===== src/rtl/alu_pkg.sv =====
// Shared ALU definitions for the operand stage: opcode constants, the ID/EX
// pipeline register layout, and the bubble pattern loaded on a flush.
package alu_pkg;

    // Widths of the ID/EX register fields. The operand stage parameters
    // default to these values and must match them.
    localparam int PKG_DATA_WIDTH     = 32;
    localparam int PKG_OPCODE_LENGTH  = 4;
    localparam int PKG_REG_ADDR_WIDTH = 5;

    // ALU operation codes
    localparam logic [3:0] ALU_AND = 4'b0000;
    localparam logic [3:0] ALU_XOR = 4'b0001;
    localparam logic [3:0] ALU_SUB = 4'b0010;
    localparam logic [3:0] ALU_OR  = 4'b0011;
    localparam logic [3:0] ALU_ADD = 4'b0100;
    localparam logic [3:0] ALU_EQ  = 4'b1000;
    localparam logic [3:0] ALU_SLL = 4'b1001;
    localparam logic [3:0] ALU_LUI = 4'b1010;
    localparam logic [3:0] ALU_SRL = 4'b1100;
    localparam logic [3:0] ALU_SLT = 4'b1110;

    // ID/EX pipeline register contents
    typedef struct packed {
        logic                          valid;
        logic                          reg_write;
        logic                          a_sel_pc;
        logic                          b_sel_imm;
        logic [PKG_OPCODE_LENGTH-1:0]  alu_op;
        logic [PKG_REG_ADDR_WIDTH-1:0] rs1;
        logic [PKG_REG_ADDR_WIDTH-1:0] rs2;
        logic [PKG_REG_ADDR_WIDTH-1:0] rd;
        logic [PKG_DATA_WIDTH-1:0]     rs1_data;
        logic [PKG_DATA_WIDTH-1:0]     rs2_data;
        logic [PKG_DATA_WIDTH-1:0]     imm;
        logic [PKG_DATA_WIDTH-1:0]     pc;
    } id_ex_t;

    // A flushed slot: nothing valid, nothing written, a harmless ADD of zeros.
    function automatic id_ex_t id_ex_bubble();
        id_ex_t b;
        b        = '0;
        b.alu_op = ALU_ADD;
        return b;
    endfunction

endpackage


===== src/rtl/fwd_mux.sv =====
// Operand forwarding select for one source register.
// Build option: ALU_OPERAND_FWD_EN enables EX/MEM and MEM/WB forwarding;
// when undefined the registered register-file value passes straight through.
module fwd_mux #(
    parameter int DATA_WIDTH     = 32,
    parameter int REG_ADDR_WIDTH = 5
) (
    input  logic [REG_ADDR_WIDTH-1:0] rs,
    input  logic [DATA_WIDTH-1:0]     rs_data,
    input  logic [REG_ADDR_WIDTH-1:0] exmem_rd,
    input  logic                      exmem_reg_write,
    input  logic [DATA_WIDTH-1:0]     exmem_result,
    input  logic [REG_ADDR_WIDTH-1:0] memwb_rd,
    input  logic                      memwb_reg_write,
    input  logic [DATA_WIDTH-1:0]     memwb_result,
    output logic [DATA_WIDTH-1:0]     fwd_data
);

`ifdef ALU_OPERAND_FWD_EN
    logic exmem_hit;
    logic memwb_hit;

    // Register x0 is hardwired, so a match on index 0 is never a real hazard.
    assign exmem_hit = exmem_reg_write && (rs != '0) && (exmem_rd == rs);
    assign memwb_hit = memwb_reg_write && (rs != '0) && (memwb_rd == rs);

    // The younger EX/MEM result takes priority over MEM/WB.
    always_comb begin
        fwd_data = rs_data;
        if (exmem_hit) begin
            fwd_data = exmem_result;
        end else if (memwb_hit) begin
            fwd_data = memwb_result;
        end
    end
`else
    logic unused_fwd;

    assign unused_fwd = ^{rs, exmem_rd, exmem_reg_write, exmem_result,
                          memwb_rd, memwb_reg_write, memwb_result};

    // No forwarding: the operand is the value read in decode.
    always_comb begin
        fwd_data = rs_data;
    end
`endif

endmodule


===== src/rtl/alu_operand_stage.sv =====
// ID/EX pipeline register and ALU operand selection.
// Registers the decoded instruction (hold on stall, bubble on flush), resolves
// rs1/rs2 through forwarding and selects PC/immediate sources for the ALU.
// Build option: ALU_OPERAND_FWD_EN enables operand forwarding (see fwd_mux).
//
// Handshake: there is no valid/ready pair here. in_valid qualifies the decode
// slot; stall=1 holds the stage, flush=1 loads a bubble and beats stall, and
// reset beats both.
module alu_operand_stage
    import alu_pkg::*;
#(
    parameter int DATA_WIDTH     = PKG_DATA_WIDTH,
    parameter int OPCODE_LENGTH  = PKG_OPCODE_LENGTH,
    parameter int REG_ADDR_WIDTH = PKG_REG_ADDR_WIDTH
) (
    input  logic                      clk,
    input  logic                      reset,
    input  logic                      stall,
    input  logic                      flush,
    input  logic                      in_valid,
    input  logic [DATA_WIDTH-1:0]     in_rs1_data,
    input  logic [DATA_WIDTH-1:0]     in_rs2_data,
    input  logic [DATA_WIDTH-1:0]     in_imm,
    input  logic [DATA_WIDTH-1:0]     in_pc,
    input  logic [REG_ADDR_WIDTH-1:0] in_rs1,
    input  logic [REG_ADDR_WIDTH-1:0] in_rs2,
    input  logic [REG_ADDR_WIDTH-1:0] in_rd,
    input  logic                      in_a_sel_pc,
    input  logic                      in_b_sel_imm,
    input  logic [OPCODE_LENGTH-1:0]  in_alu_op,
    input  logic                      in_reg_write,
    input  logic [REG_ADDR_WIDTH-1:0] exmem_rd,
    input  logic [REG_ADDR_WIDTH-1:0] memwb_rd,
    input  logic                      exmem_reg_write,
    input  logic                      memwb_reg_write,
    input  logic [DATA_WIDTH-1:0]     exmem_result,
    input  logic [DATA_WIDTH-1:0]     memwb_result,
    output logic [DATA_WIDTH-1:0]     SrcA,
    output logic [DATA_WIDTH-1:0]     SrcB,
    output logic [OPCODE_LENGTH-1:0]  Operation,
    output logic                      ex_valid,
    output logic [REG_ADDR_WIDTH-1:0] ex_rd,
    output logic                      ex_reg_write,
    output logic [DATA_WIDTH-1:0]     ex_store_data,
    output logic [DATA_WIDTH-1:0]     ex_pc
);

    id_ex_t                  id_ex_q;
    id_ex_t                  id_ex_d;
    logic [DATA_WIDTH-1:0]   fa;
    logic [DATA_WIDTH-1:0]   fb;

    // Next ID/EX contents: flush wins, otherwise load unless stalled.
    always_comb begin
        id_ex_d = id_ex_q;
        if (flush) begin
            id_ex_d = id_ex_bubble();
        end else if (!stall) begin
            id_ex_d.valid     = in_valid;
            id_ex_d.reg_write = in_reg_write;
            id_ex_d.a_sel_pc  = in_a_sel_pc;
            id_ex_d.b_sel_imm = in_b_sel_imm;
            id_ex_d.alu_op    = in_alu_op;
            id_ex_d.rs1       = in_rs1;
            id_ex_d.rs2       = in_rs2;
            id_ex_d.rd        = in_rd;
            id_ex_d.rs1_data  = in_rs1_data;
            id_ex_d.rs2_data  = in_rs2_data;
            id_ex_d.imm       = in_imm;
            id_ex_d.pc        = in_pc;
        end
    end

    // ID/EX register; reset clears everything, including the opcode.
    always_ff @(posedge clk) begin
        if (reset) begin
            id_ex_q <= '0;
        end else begin
            id_ex_q <= id_ex_d;
        end
    end

    // Forwarding is combinational on the registered indices, so a stalled
    // instruction keeps picking up newly arriving downstream results.
    fwd_mux #(
        .DATA_WIDTH     (DATA_WIDTH),
        .REG_ADDR_WIDTH (REG_ADDR_WIDTH)
    ) u_fwd_rs1 (
        .rs              (id_ex_q.rs1),
        .rs_data         (id_ex_q.rs1_data),
        .exmem_rd        (exmem_rd),
        .exmem_reg_write (exmem_reg_write),
        .exmem_result    (exmem_result),
        .memwb_rd        (memwb_rd),
        .memwb_reg_write (memwb_reg_write),
        .memwb_result    (memwb_result),
        .fwd_data        (fa)
    );

    fwd_mux #(
        .DATA_WIDTH     (DATA_WIDTH),
        .REG_ADDR_WIDTH (REG_ADDR_WIDTH)
    ) u_fwd_rs2 (
        .rs              (id_ex_q.rs2),
        .rs_data         (id_ex_q.rs2_data),
        .exmem_rd        (exmem_rd),
        .exmem_reg_write (exmem_reg_write),
        .exmem_result    (exmem_result),
        .memwb_rd        (memwb_rd),
        .memwb_reg_write (memwb_reg_write),
        .memwb_result    (memwb_result),
        .fwd_data        (fb)
    );

    // ALU operand muxes; the store value is always the forwarded rs2.
    always_comb begin
        SrcA          = id_ex_q.a_sel_pc  ? id_ex_q.pc  : fa;
        SrcB          = id_ex_q.b_sel_imm ? id_ex_q.imm : fb;
        ex_store_data = fb;
    end

    assign Operation    = id_ex_q.alu_op;
    assign ex_valid     = id_ex_q.valid;
    assign ex_rd        = id_ex_q.rd;
    assign ex_reg_write = id_ex_q.valid & id_ex_q.reg_write;
    assign ex_pc        = id_ex_q.pc;

endmodule


===== config.mk =====
export PLATFORM = sky130hd
export DESIGN_NAME = alu_operand_stage
export DESIGN_NICKNAME = d
export VERILOG_FILES = /design/src/rtl/alu_pkg.sv /design/src/rtl/fwd_mux.sv /design/src/rtl/alu_operand_stage.sv
export SDC_FILE = /design/constraint.sdc
export NUM_CORES = 1
export LEC_CHECK = 0
export ABC_CLOCK_PERIOD_IN_PS = 1400
export CORE_AREA = 2 2 142 144
export DETAILED_ROUTE_END_ITERATION = 10
export DIE_AREA = 0 0 144 146
export GPL_TIMING_DRIVEN = 1
export PLACE_DENSITY = 0.81
export SETUP_SLACK_MARGIN = 0.1
export SYNTH_ARGS = -nofsm -noshare
export SYNTH_HDL_FRONTEND = slang
export SYNTH_SLANG_ARGS = --single-unit

===== constraint.sdc =====
create_clock -name clk -period 1.4 [get_ports clk]
set_clock_uncertainty 0.15 [all_clocks]
set_input_delay 0.42 -clock clk [delete_from_list [all_inputs] [get_ports clk]]
set_output_delay 0.42 -clock clk [all_outputs]
set_load 0.01 [all_outputs]

After elaboration in Yosys (flattened, before gate mapping):

Cells that the tools add are included.

* bits in registers: 151
* bits of input ports: 231
* word-level logic and storage cells: 20
* output and inout port bits: 139

* muxes and demuxes: 4
* reductions and logical operators: 1
* equal/unequal tests: 1
* bitwise gates (word level): 1

Operator list (count)
* $mux W146: 2
* $mux W32: 2
* $ne A2 B1 Y1 const B: 1
* $reduce_or A2 Y1: 1
* $and A1 B1 Y1: 1

Logic depth before layout (Yosys ltp):

Gate-level depths: netlist (run 1).

* word-level depth: 2
* depth in mapped cells: 5
* gate-level depth less buffers: 2

Hierarchy:

Synthesis (run 1) repeated with hierarchy kept, for this count alone.

* cell total of the unflattened synthesis: 667
* area total of the unflattened synthesis: 6960.4 um^2

Modules (own cells, without submodules)
* alu_operand_stage: times used 1, seq. area each 3022.9 um^2, area an instance 6480.0 um^2, cells an instance 603
* fwd_mux: times used 2, seq. area each 0.0 um^2, area an instance 240.2 um^2, cells an instance 32

Least setup slack after synthesis (run 1):

No wires, ideal clock.

* kind: reg-to-output
* from: reg id_ex_q[148] (netlist bit)
* to: out SrcA[0]
* path buffers: 2
* slack: -172 ps
* stages on the path, launching flop included: 4
* required time: 830 ps
* data arrival time: 1002 ps
* path through: dfxtp_1 -> buf_2 -> buf_2 -> mux2_2

* longest elaborated chain between the ends: 1

Ends and longest elaborated chain
* start: declaration: line alu_operand_stage.sv:48 `id_ex_t id_ex_q;`
* start signal: assignment: line alu_operand_stage.sv:79 `id_ex_q <= id_ex_d;`
* $mux W32: line alu_operand_stage.sv:117 `SrcA = id_ex_q.a_sel_pc ? id_ex_q.pc : fa;`
* end: declaration: line alu_operand_stage.sv:38 `output logic [DATA_WIDTH-1:0] SrcA,`

Every way passes these cells.

Worst setup path after layout (run 1):

* from: reg id_ex_q[147] (netlist bit)
* to: out SrcB[23]

* longest elaborated chain between the ends: 1

Ends and longest elaborated chain
* $mux W32: line alu_operand_stage.sv:118 `SrcB = id_ex_q.b_sel_imm ? id_ex_q.imm : fb;`
* end: declaration: line alu_operand_stage.sv:39 `output logic [DATA_WIDTH-1:0] SrcB,`

Every way passes these cells.

==> results, run 1 <==
- The total congestion overflow is 0.
- The sequential share of the synthesized area is 44.33%.
- At the worst endpoint, the arrival time is 1.51 ns.
- The worst setup path is launched from a flip-flop.
- The number of nets with antenna violations after routing is 0.
- The wire length of the first global-routing pass is between 30,000 and 40,000 um.
- After layout, the worst setup slack is -0.6839 ns.
- The flow ran to the end, but the final reports show violations.
- The number of failing hold endpoints at the final stage is 0.
- The count of flip-flops with a built-in enable after synthesis is 0.
- The fraction of final layout cells sized beyond drive strength 1 is about half.
- Clock-pin slew was measured on the worst setup and hold paths at ~0.060 ns.
- The vertical extent of the die is about 150 um.
- In the final design database the tool counted between 1,000 and 1,500 nets.
- The total routing resource utilization after global routing is 19.87%.
- By area the synthesized netlist is led by sky130_fd_sc_hd__dfxtp_1, sky130_fd_sc_hd__mux2i_1, sky130_fd_sc_hd__mux2_2, sky130_fd_sc_hd__buf_4, sky130_fd_sc_hd__nor2_1.
- The first routing iteration left 142 violations.
- After synthesis, the most frequently instantiated cells are sky130_fd_sc_hd__dfxtp_1, sky130_fd_sc_hd__mux2i_1, sky130_fd_sc_hd__nor2_1, sky130_fd_sc_hd__buf_4, sky130_fd_sc_hd__mux2_2.
- The highest ir drop seen on vdd is between 0.0007 and 0.0008 V.
- Dividing the detail-routed via count by the number of cells gives between 4 and 5.
- The post-route minimum period is roughly 2.1 ns.
- The DRC violations left is 0.
- Setup repair after global routing could not meet its margin everywhere.
- Counting flops and latches in the post-synthesis netlist gives 141.
- Static timing analysis puts the maximum clock frequency at about 0.48 GHz.
- Clock latency on the worst-skew pair, taken at its later pin, is roughly 0.41 ns.
- The critical path in this run is classified as flip-flop to output port.
- The largest net degree at the start of global routing is 30.
- The mean instance size in the synthesized netlist is approximately 11 um^2.
- In this run the count of I/O pins placed on the die edge is 370.
- The met3 layer wire length in the routed design is 1764 um.
- The critical path goes through buf_12 > buf_16 > mux2_4 > buf_6.
- The post-synthesis instance area is around 0.0064 mm^2.
- The final routed wirelength across all metal layers is approximately 21,000 um.
- Counting instances, the worst hold path has a depth of 2.
- The number of rows in the core area is between 50 and 60.
- Across the run, the number of max-cap violations was 0.
- The number of buffer cells added on primary ports is 283.
- For this run, the leading register cell type out of synthesis is sky130_fd_sc_hd__dfxtp_1.
- The placer's final routability congestion estimate is 0.7970.
- The area growth from synthesis to layout is 80.41%.
- The root buffer cell chosen for the clock tree is sky130_fd_sc_hd__clkbuf_16.
- In this run the power density over the cells is around 930 mW/mm^2.
- The leakage power is around 5.2 nW.
- The worst pin sits at a relative slew slack of between 70% and 80%.
- The largest fanout on the critical path is 5.
- The horizontal die dimension is around 140 um.
- The checks that failed: negative setup slack.
- The longest clock path from root to sink contains 2 buffers.
- The number of standard cells after synthesis is 603.
- The floorplan step defined a die boundary enclosing roughly 0.021 mm^2.
- The number of clock sinks is 141.
- The core region is roughly 0.019 mm^2.
- The kind of end point of the critical path is an output port.
- Hold repair after CTS inserted 0 buffers.
- Setup violations remaining at the end of the flow were counted as 139.
- Of all cell types, the one taking the most synthesized area is sky130_fd_sc_hd__dfxtp_1.
- The number of optimization iterations in the first detailed-route pass is 4.
- The fraction of synthesized cell area taken by the top area cell type is between 40 and 50%.
- On the worst path, the slowest cell contributes a delay of just over 0.4 ns.
- The critical path's slowest cell is sky130_fd_sc_hd__dfxtp_4.
- The sum of routed wire segments on met1 is roughly 8000 um.
- For this run, asynchronously set or reset flops after synthesis account for 0%.
- Cells fill 59.41% of the core in the end.
- Data on the critical path is required at its endpoint by 0.83 ns.
- The initial antenna violation count is 1.
- For the pin with the worst max-slew slack, the measured transition is between 0.3 and 0.4 ns.
- The via count of the first global-routing pass is around 5,700.
- The HPWL after detailed placement is between 10,000 and 15,000 um.
- Prior to clock tree synthesis, the placed netlist has a worst setup slack of -0.5651 ns.
- Synthesis instantiated 13 different standard cells from the library.
- Dividing the detail-routed wire length by the instance count gives 17.54 um.
- The final cycle utilization of the critical path is 148.8%.
- Buffers inserted during clock tree synthesis total 17.
- The clock tree from TritonCTS is done.
- In this run the top signal layer used is met4.
- The depth of the worst register-to-register path is 5.
- The net count after synthesis is about 830.
- The design draws between 10 and 15 mW.
- The number of warnings reported in the yosys synthesis log is 0.
- The final count of pins violating max slew is 0.
- The class of the tightest hold or removal check is input port to flip-flop.
- Once the floorplan was initialized, standard cells occupied 32.93% of the core.
- The total vias in the final route is 5,368.
- The H-tree was split into 4 levels.
- After detailed routing, the met2 layer carries ~11,000 um of wire.
-- cell families (layout without fill, tap and decap cells) --
kind of cell           Yosys count  in the layout  synth area share [%]
muxes                          205            205                 33.48
and+or+nand+nor                142            142                 8.843
DFF                            141            141                 44.33
buffers and inverters          114            450                 13.26
AOI/OAI and AO/OA                1              1               0.07853
other                            0              1                     0
-- cells in the final DEF, fill, tap and decap left out, drive strengths merged --
cell | Yosys | final
dlygate4sd2 | 0 | 2
clkinv | 0 | 2
clkinvlp | 0 | 3
bufbuf | 0 | 1
nor2 | 140 | 140
clkdlybuf4s50 | 0 | 141
or2 | 1 | 1
mux2i | 141 | 141
buf | 109 | 273
clkbuf | 4 | 21
inv | 1 | 5
dfxtp | 141 | 141
mux2 | 64 | 64
diode | 0 | 1
bufinv | 0 | 2
and2 | 1 | 1
a21oi | 1 | 1
-- path summary, 6_finish.rpt --
check	from	to	slack, ns
min reg2reg	id_ex_q[149]	id_ex_q[149]	0.34
max	id_ex_q[147]	SrcB[23]	-0.68
min	reset	Operation[2]	0.18
max reg2reg	id_ex_q[147]	id_ex_q[147]	0.16
-- through the flow --
step,instance area (um^2),cells,setup TNS (ns),hold WS [ns]
3_5_place_dp,9716,1128,-87.86,0.3340
3_3_place_gp,9716,1128,-80.05,0.3248
6_report,11490,1205,-48.13,0.1754
4_1_cts,11370,1193,-52.74,0.1540
2_1_floorplan,6756,603,-3.179,0.3048
5_1_grt,11490,1205,-55.39,0.1484
-- area by class of cell --
cell class                 count  area, um^2
timing repair buffer         417        4632
tap                          265       331.6
sequential                   141        2929
clock buffer                  21       470.5
antenna                        1       2.502
multi-input combinational    348        2987
fill                        1510        7848
clock inverter                11       131.4
inverter                       1       3.754
-- layer usage --
| layer | GRT usage (%) | vias up |
|---|---|---|
| li1 | - | 2587 |
| met1 | 21.03 | 2538 |
| met2 | 36.14 | 219 |
| met3 | 7.601 | 24 |
| met4 | 5.931 | 0 |
| met5 | 0 | - |
-- state kept, by name (all words and copies together) (netlist names) --
signal and flops:
ex_valid 1, ex_pc 32, Operation 4, ex_rd 5, id_ex_q 99
-- worst max-delay path: cells and delay by family, from the launching register on --
family	cells	cell delay, ns
DFF	1	0.41
buffers and inverters	3	0.39
muxes	1	0.32
-- what timing repair did --
action | 4_1_cts | 5_1_grt
setup buffers | 26 | 34
gates cloned | 9 | 0
pin swaps | 2 | 1
gates resized for setup | 873 | 50
setup endpoints to repair | 172 | 153
-- power breakdown --
part / internal (mW) / switching (mW)
Combinational: 1.18 / 0.654
Clock: 2.79 / 1.79
Sequential: 4.16 / 0.100
Note: power is estimated with default switching activity, not from simulation.
==> run 2: changes to the inputs <==
--- a/config.mk
+++ b/config.mk
@@ -7,9 +7,11 @@
 export LEC_CHECK = 0
 export ABC_CLOCK_PERIOD_IN_PS = 1400
 export CORE_AREA = 2 2 142 144
+export CTS_BUF_LIST = sky130_fd_sc_hd__clkbuf_16
 export DETAILED_ROUTE_END_ITERATION = 10
 export DIE_AREA = 0 0 144 146
 export GPL_TIMING_DRIVEN = 1
+export MAX_ROUTING_LAYER = met4
 export PLACE_DENSITY = 0.81
 export SETUP_SLACK_MARGIN = 0.1
 export SYNTH_ARGS = -nofsm -noshare
==> results, run 2 (synthesized netlist as in run 1, its figures left out) <==
- The run finished, with violations left.
- The checks that failed: negative setup slack.
- The final routed wirelength across all metal layers came to 21,080 um (-0.28%).
- The final cycle utilization of the critical path is 149.1% (+0.25 points).
- The highest ir drop seen on vdd is 0.0007642 V (+2.0%).
- The cell area after layout was 0.01144 mm^2 (-0.39%).
- The flip-flop count of the largest register, all copies and words added was 99 (unchanged).
- The total die area came to 0.02102 mm^2 (unchanged).
- The largest net degree at the start of global routing is 30 (unchanged).
- The most flop-heavy register is id_ex_q.
- The clock transition at the registers of the reported paths is 0.06 ns (about the same).
- The largest fanout on the critical path is 5 (unchanged).
- The clock latency reported for the late side of the worst-skew pair is 0.41 ns (about the same).
- The number of buffer cells added on primary ports is 283 (unchanged).
- The number of optimization iterations in the first detailed-route pass is 5 (+1).
- The number of rows in the core area came to 51 (unchanged).
- The max capacitance violation total came to 0 (unchanged).
- The routed wire length per instance was 17.49 um (-0.28%).
- The worst hold slack is 0.1667 ns (-0.008636 ns).
- The path type of the worst setup path is flip-flop to output port.
- The sum of routed wire segments on met1 was 7899 um (-0.98%).
- The highest layer touched by signal routing is met4.
- The vertical extent of the die is 146 um (unchanged).
- The worst path arrival time was 1.52 ns (about the same).
- The total chip power is 10.51 mW (-1.5%).
- CTS placed an instance of sky130_fd_sc_hd__clkbuf_16 at the clock tree root.
- The total number of H-tree levels is 4 (unchanged).
- The synthesis-to-layout area growth is 79.70%.
- The worst setup path is captured at an output port.
- The horizontal die dimension is 144 um (unchanged).
- The starting DRC count in detailed routing came to 174 (+23%).
- The starting density of the core was 32.93% (unchanged).
- The layout net count is 1,157 (unchanged).
- The placer's final routability congestion estimate was 0.8084 (+1.4%).
- The number of clock sinks was 141 (unchanged).
- The normalized max-slew margin is 79.81% (+1.8 points).
- The count of hold-fix buffers inserted at cts is 0 (unchanged).
- The via density per instance was 4.460 (+0.11%).
- The post-route minimum period came to 2.087 ns (+0.003535 ns).
- The maximum operating frequency is 0.4791 GHz (-0.17%).
- The endpoint required time on the critical path is 0.83 ns (about the same).
- The fraction of final layout cells sized beyond drive strength 1 came to 49.31% (-1.2 points).
- TritonCTS built the clock tree.
- The initial antenna violation count is 1 (unchanged).
- The placement-stage worst setup slack is -0.5651 ns (unchanged).
- The met3 layer wire length in the routed design is 1760 um (-0.23%).
- The power per unit of standard cell area is 918.8 mW/mm^2 (-1.1%).
- Setup repair after global routing could not meet its margin everywhere.
- The final count of pins violating max slew is 0 (unchanged).
- The number of buffers added by the clock tree synthesis step came to 17 (unchanged).
- The total vias in the final route was 5,374 (+0.11%).
- The cell area after placement is 0.009716 mm^2 (unchanged).
- The area of the core region is 0.01933 mm^2 (unchanged).
- The via count of the first global-routing pass is 5,763 (+0.51%).
- The number of nets with antenna violations after routing is 0 (unchanged).
- The number of buffers on the longest clock path is 2 (unchanged).
- In this run the worst hold path is classified as input port to flip-flop.
- The HPWL after detailed placement is 13,850 um (unchanged).
- The wire length of the first global-routing pass came to 31,710 um (about the same).
- The total routing resource utilization after global routing was 20.51% (+0.64 points).
- The measured slew at the worst slew-check pin is 0.3028 ns (-0.02731 ns).
- The total congestion overflow is 0 (unchanged).
- The final standard cell utilization of the core was 59.18% (-0.23 points).
- The number of placed I/O pins is 370 (unchanged).
- The number of setup violations in the final report is 139 (unchanged).
- STA classifies the critical path startpoint as a flip-flop.
- The number of filler instances in the final layout was 1,522 (+0.79%).
- The routed wire length on met2 is 10,960 um (-0.21%).
- The DRC violations left is 0 (unchanged).
- The leading cell type in the layout, fill and taps excluded is sky130_fd_sc_hd__buf_6.
- The top cell types in the final layout, fill and taps aside, are sky130_fd_sc_hd__buf_6, sky130_fd_sc_hd__clkdlybuf4s50_1, sky130_fd_sc_hd__mux2i_1.
- The leakage power was 5.207 nW (-0.21%).
- The number of failing hold endpoints at the final stage is 0 (unchanged).
- The slack of the critical path came to -0.6874 ns (-0.003535 ns).
==> run 2: changes by cell type in the layout (fill, tap and decap cells not counted), sizes merged <==
cell and change:
clkbuf -4, clkinv +3, inv +1
==> run 2: repair_timing <==
item                                    4_1_cts  5_1_grt
cloned                                        9        0
buffers inserted                             26       34
resized for setup                           873       43
endpoints found under the setup margin      172      162
pin swaps                                     2        1
==> run 2: power breakdown <==
group	switching, mW	internal [mW]	leakage, nW
clock network	1.81	2.62	0.274
registers	0.0998	4.16	1.18
logic	0.648	1.18	3.75
total	2.56	7.96	5.21
==> run 2: layer usage <==
metal / vias to the layer above / track usage (%)
met3: 27 / 6.548
met1: 2538 / 21.48
met2: 227 / 36.26
met5: - / -
met4: 0 / 6.569
li1: 2582 / -
==> run 2: layout make-up <==
cell class              count  area [um^2]  area share (%)
clock inverters            15        146.4           1.279
flip-flops and latches    141         2929           25.60
inverters                   1        3.754         0.03280
multi-input cells         348         2972           25.97
well taps                 265        331.6           2.898
diodes                      1        2.502         0.02187
clock buffers              17        425.4           3.718
repair buffers            417         4632           40.48
==> run 2: worst max-delay path: stages, from the launching register on <==
cell and delay [ns]:
sky130_fd_sc_hd__dfxtp_4 0.41, sky130_fd_sc_hd__buf_12 0.14, sky130_fd_sc_hd__buf_16 0.13, sky130_fd_sc_hd__mux2_4 0.32, sky130_fd_sc_hd__buf_6 0.12
==> run 2: per-stage QoR <==
stage / instances / setup TNS [ns]
5_1_grt: 1205 / -55.27
3_3_place_gp: 1128 / -80.05
4_1_cts: 1193 / -52.72
2_1_floorplan: 603 / -3.179
6_report: 1205 / -48.82
3_5_place_dp: 1128 / -87.86
==> run 2: worst paths after layout <==
check | from | slack [ns] | cells after the start | end
worst min register to register | id_ex_q[149] | 0.35 | 2 | id_ex_q[149]
worst max register to register | id_ex_q[147] | 0.15 | 5 | id_ex_q[147]
worst max-delay path | id_ex_q[147] | -0.69 | 4 | SrcB[23]
worst min-delay path | reset | 0.17 | 2 | Operation[2]
